`config.mk`:
```
export PLATFORM = sky130hd
export DESIGN_NAME = mux_n_1_scan
export DESIGN_NICKNAME = d
export VERILOG_FILES = /design/src/rtl/mux_n_1_scan.sv
export SDC_FILE = /design/constraint.sdc
export NUM_CORES = 1
export LEC_CHECK = 0
export CELL_PAD_IN_SITES_DETAIL_PLACEMENT = 0
export CELL_PAD_IN_SITES_GLOBAL_PLACEMENT = 1
export CORE_AREA = 5 5 42 44
export CTS_CLUSTER_DIAMETER = 200
export DETAILED_ROUTE_END_ITERATION = 16
export DIE_AREA = 0 0 47 49
export PLACE_DENSITY = 0.69
export SLEW_MARGIN = 5
export SYNTH_ARGS = -nofsm -noshare
export SYNTH_HDL_FRONTEND = slang
export SYNTH_SLANG_ARGS = --single-unit
```
`constraint.sdc`:
```
create_clock -name clk -period 1.2 [get_ports clk]
set_input_delay 0.24 -clock clk [delete_from_list [all_inputs] [get_ports clk]]
set_output_delay 0.24 -clock clk [all_outputs]
set_load 0.02 [all_outputs]
```
`src/rtl/mux_n_1_scan.sv`:
```
// mux_n_1_scan: N:1 channel selector with a registered output and a
// valid/ready output handshake. Manual mode picks the channel from sel;
// scan mode walks the channels round-robin, DWELL accepted beats each.
//
// Optional feature macro: MUX_CH_MASK_EN
//   defined   -> ch_mask port present; scan skips masked channels and
//                manual mode refuses to load a masked channel.
//   undefined -> no ch_mask port; every channel is enabled.
//
// Handshake: a beat is transferred on a rising clk edge where out_vld and
// out_rdy are both high. While out_vld is high and out_rdy is low, out,
// out_ch and out_vld hold stable regardless of en, mode or sel.
module mux_n_1_scan #(
   parameter int N_CH  = 4,
   parameter int WIDTH = 1,
   parameter int DWELL = 1,
   localparam int SEL_W = $clog2(N_CH)
) (
   input  logic                  clk,
   input  logic                  rst,
   input  logic [N_CH*WIDTH-1:0] din,
   input  logic                  en,
   input  logic                  mode,
   input  logic [SEL_W-1:0]      sel,
   input  logic                  out_rdy,
   output logic [WIDTH-1:0]      out,
   output logic                  out_vld,
   output logic [SEL_W-1:0]      out_ch
`ifdef MUX_CH_MASK_EN
   ,
   input  logic [N_CH-1:0]       ch_mask
`endif
);

   localparam int DW_W = (DWELL > 1) ? $clog2(DWELL) : 1;
   localparam logic [SEL_W-1:0] LAST_CH    = SEL_W'(N_CH - 1);
   localparam logic [DW_W-1:0]  LAST_DWELL = DW_W'(DWELL - 1);

   logic [SEL_W-1:0] ptr;       // scan position (registered)
   logic [DW_W-1:0]  dwell_cnt; // beats already taken from ptr's channel
   logic [SEL_W-1:0] eff_ptr;   // channel scan will actually sample now
   logic [SEL_W-1:0] adv_ptr;   // channel scan moves to after the dwell ends
   logic             ch_ok;     // the chosen channel may be loaded
   logic [SEL_W-1:0] cur;
   logic [WIDTH-1:0] cur_data;
   logic             ld;

`ifdef MUX_CH_MASK_EN
   // Resolve masked scan positions: eff_ptr is the first enabled channel at
   // or above ptr (wrapping), adv_ptr the next enabled one above eff_ptr.
   // A sel outside 0..N_CH-1 has no mask bit and is treated as enabled.
   always_comb begin
      int idx;
      logic sel_ok;
      eff_ptr = ptr;
      adv_ptr = ptr;
      sel_ok  = 1'b1;
      idx     = 0;
      // Descending offsets so the smallest matching offset wins.
      for (int off = N_CH - 1; off >= 0; off--) begin
         idx = int'(ptr) + off;
         if (idx >= N_CH) idx = idx - N_CH;
         if (ch_mask[SEL_W'(idx)]) eff_ptr = SEL_W'(idx);
      end
      for (int off = N_CH; off >= 1; off--) begin
         idx = int'(eff_ptr) + off;
         if (idx >= N_CH) idx = idx - N_CH;
         if (ch_mask[SEL_W'(idx)]) adv_ptr = SEL_W'(idx);
      end
      for (int k = 0; k < N_CH; k++) begin
         if (sel == SEL_W'(k)) sel_ok = ch_mask[k];
      end
      ch_ok = mode ? (|ch_mask) : sel_ok;
   end
`else
   // All channels enabled: scan samples ptr and steps to the next index.
   always_comb begin
      eff_ptr = ptr;
      adv_ptr = (ptr == LAST_CH) ? '0 : ptr + SEL_W'(1);
      ch_ok   = 1'b1;
   end
`endif

   // Channel choice, data select and load decision. An out-of-range manual
   // select matches no channel and so yields a zero sample.
   always_comb begin
      cur      = mode ? eff_ptr : sel;
      cur_data = '0;
      for (int k = 0; k < N_CH; k++) begin
         if (cur == SEL_W'(k)) cur_data = din[k*WIDTH +: WIDTH];
      end
      ld = en && ch_ok && (!out_vld || out_rdy);
   end

   // Output register: load a new beat, retire an accepted one, or hold.
   always_ff @(posedge clk) begin
      if (rst) begin
         out     <= '0;
         out_vld <= 1'b0;
         out_ch  <= '0;
      end else if (ld) begin
         out     <= cur_data;
         out_ch  <= cur;
         out_vld <= 1'b1;
      end else if (out_vld && out_rdy) begin
         out_vld <= 1'b0;
      end
   end

   // Scan position: parked at ch0 with a fresh dwell in manual mode, frozen
   // without a load, and advanced once DWELL beats of a channel have loaded.
   always_ff @(posedge clk) begin
      if (rst || !mode) begin
         ptr       <= '0;
         dwell_cnt <= '0;
      end else if (ld) begin
         if (dwell_cnt == LAST_DWELL) begin
            dwell_cnt <= '0;
            ptr       <= adv_ptr;
         end else begin
            dwell_cnt <= dwell_cnt + DW_W'(1);
            ptr       <= eff_ptr;
         end
      end
   end

endmodule

```
==> impl_metrics.csv <==
group,metric,value,unit
synthesis,synthesis.area,320,µm²
clocking,clk_latency,0.24,ns
finish,layout_common_cells,"8 x clkdlybuf4s50_1, 7 x nor2_1, 7 x buf_4",
critical_path,path_class,"input pin to flop",
timing,slew_headroom,0.871,
synthesis,ys_seq_area_frac,0.375,
place,place_ws,-0.369,ns
critical_path,r2r_setup_slack,0.12,ns
min_path,holdCritStartpoint,"out_ch[0]",
timing,worst_slew_pin_slew,0.190,ns
routing,via_per_inst,4.32,
power_and_ir_drop,power_leakage,0.249,nW
critical_path,crit_path_top_delay_cell,"clkdlybuf4s50_1",
power_and_ir_drop,comb_power_share,0.255,
routing,first_pass_iters,4,
place,dpl.hpwl,607,µm
floorplan,ioPinCount,15,
synthesis,syn_nets,51,
place,dpl.cell_count,74,
floorplan,coreArea,1400,µm²
synthesis,syn_inst,39,
finish,syn_to_final_growth,73.0,%
critical_path,crit_family,"buffers and inverters",
critical_path,cp_slowest_stage_delay,0.39,ns
finish,nets,76,
routing,final_antenna_net_count,0,
clocking,cts_buffer_depth,2,
finish,post-route-util,0.396,
synthesis,synthSimpleGateAreaFrac,0.262,
critical_path,crit_buf_inv,2,
timing,finalSetupViolations,0,
finish,layoutNonFillerInstCount,78,
routing,vias,337,
floorplan,die_w,47,µm
place,placed_area,520,µm²
timing,rsz0062_at_grt,"no",
power_and_ir_drop,pwr-share-clk,0.335,
clocking,cts_tree,"yes",
critical_path,r2r-end,"out",
timing,setup_tns,0,ns
synthesis,synth_top_area_frac,0.375,
finish,drive_gt1_frac,0.226,
synthesis,synthMuxAreaShare,0.0625,
min_path,hold-path-cell-count,2,
flow_run,max-cap-violations,0,
timing,fin_crit_sh,0.945,
finish,antenna_cells,0,
critical_path,r2r-start,"eff_ptr[0]",
routing,routed_wl,731,µm
synthesis,yosys.cell_types.count,15,
timing,hold_viol,0,
floorplan,dieHeight,49,µm
grt,grt_usage,0.0726,
critical_path,arrival,1.29,ns
finish,final_common_cell,"clkdlybuf4s50_1",
power_and_ir_drop,ir_drop,518,µV
routing,drc,0,
synthesis,synth_adder_area_share,0.0391,
clocking,cts_root_buf,"clkbuf_4",
clocking,cts.sinks,6,
min_path,hold_path.class,"flop to flop",
timing,finalWorstSetupSlack,0.0661,ns
power_and_ir_drop,p_seq_frac,0.410,
routing,drtIter0Drc,3,
grt,grt_antenna_before_repair,0,
grt,grt_pass1_vias,316,
grt,grt_max_degree,8,
timing,fmax,0.882,GHz
synthesis,synth_xor_area_frac,0,
floorplan,placementRows,14,
clocking,cts_buffers,3,
synthesis,synth.area.top_cells,"dfxtp_1 38%, nor2_1 8.2%, nand2b_1 7.8%",
place,portBuffers,14,
outcome,outcome,"finished clean",
critical_path,path_cells,"clkdlybuf4s50_1 > nand2b_1 > and2_4 > buf_4 > a211oi_1",
power_and_ir_drop,p_sw_frac,0.244,
synthesis,yosysTopAreaCell,"dfxtp_1",
min_path,hold-path-endpoint,"out_ch[0]",
grt,gr-total-overflow,0,
critical_path,end_kind,"flop",
clocking,clk_pin_slew_worst_paths,0.04,ns
timing,clock_skew,0.00109,ns
synthesis,ys_warn_count,0,
power_and_ir_drop,p_per_area,970,nW/µm²
timing,period_needed,1.13,ns
floorplan,start_util,0.229,
timing,slew_viol_final,0,
critical_path,reg2regPathDepth,4,
critical_path,required,1.35,ns
finish,design_area,554,µm²
critical_path,crit_fanout,7,
synthesis,synth_compound_area_frac,0.223,
critical_path,start_kind,"input pin",
synthesis,postSynthAreaPerCell,8.21,µm²
clocking,cts_max_level,1,
grt,grt_pass1_wl,1220,µm
power_and_ir_drop,power.internal,0.000406,W
synthesis,synth_top_family_by_area,"simple AND/OR/NAND/NOR gates",
floorplan,die_area,2300,µm²
routing,wl_per_cell,9.37,µm
power_and_ir_drop,netSwitchingPower,0.000131,W
place,place.gp.congestion,0.697,
clocking,holdBufCountCts,0,
synthesis,ys_ff_latch,6,
## cell families after synthesis
logic type | Yosys count
AOI/OAI and AO/OA | 10
adders and majority gates | 1
buffers and inverters | 3
DFF | 6
muxes | 2
and+or+nand+nor | 17
## through the flow
stage               hold slack [ns]  power [W]
floorplan                     0.305   0.000283
global placement              0.490   0.000364
finish                        0.499   0.000538
detailed placement            0.501   0.000364
global route                  0.546   0.000582
CTS                           0.505   0.000548
## registers in the layout, indices dropped and copies added, names as in the netlist
signal / cells
out_vld: 1
eff_ptr: 2
out: 1
out_ch: 2
## power groups by stage
stage,Clock (W),Sequential (W),Combinational [W]
after floorplan,0,0.000236,0.0000470
after global placement,0,0.000223,0.000140
after detailed placement,0,0.000224,0.000140
after CTS,0.000191,0.000220,0.000138
after global routing,0.000210,0.000222,0.000150
final,0.000180,0.000220,0.000137
## cells in the mapped netlist
cell type and number:
nand2_1 2, a32oi_1 2, inv_1 2, dfxtp_1 6
a211oi_1 2, mux2i_1 2, ha_1 1, and2_1 2
buf_2 1, nand2b_1 4, a21oi_1 4, nor2_1 7
nor2b_1 2, o22ai_1 1, a211oi_2 1
## cell type report
cell class,instances,area [µm²]
clock buffers,3,22.5
fillers,159,847
inverters,2,7.51
multi-input cells,30,194
flip-flops and latches,6,121
well taps,16,20.0
repair buffers,21,189
## per-layer routing
metal | GRT usage | routed length, µm | vias to the layer above
li1 | - | - | 184
met1 | 0.0837 | 347 | 139
met2 | 0.106 | 313 | 14
met3 | 0.0554 | 70 | 0
met4 | 0.0138 | 0 | 0
met5 | 0 | 0 | -
## tightest hold or removal path, stage by stage, from the launching register on
cell and delay [ns]:
dfxtp_1 0.30, nor2_1 0.10, a211oi_1 0.05
## timing repair
item / 4_1_cts / 5_1_grt
gates resized for setup: 7 / 3
setup endpoints to repair: 8 / 2
pin swaps: 0 / 1
buffers inserted: 1 / 0
## worst max path at each step
| stage | end | from | slack, ns | cells past startpoint |
|---|---|---|---|---|
| CTS | out | sel[0] | 0.02 | 5 |
| finish | out_ch[0] | out_rdy | 0.07 | 5 |
| global route | out | din[0] | 0.009 | 5 |
| floorplan | eff_ptr[0] | out_vld | 0.08 | 5 |
| global placement | out | mode | -0.35 | 6 |
| detailed placement | out | mode | -0.37 | 5 |
Note: power is estimated with default switching activity, not from simulation.
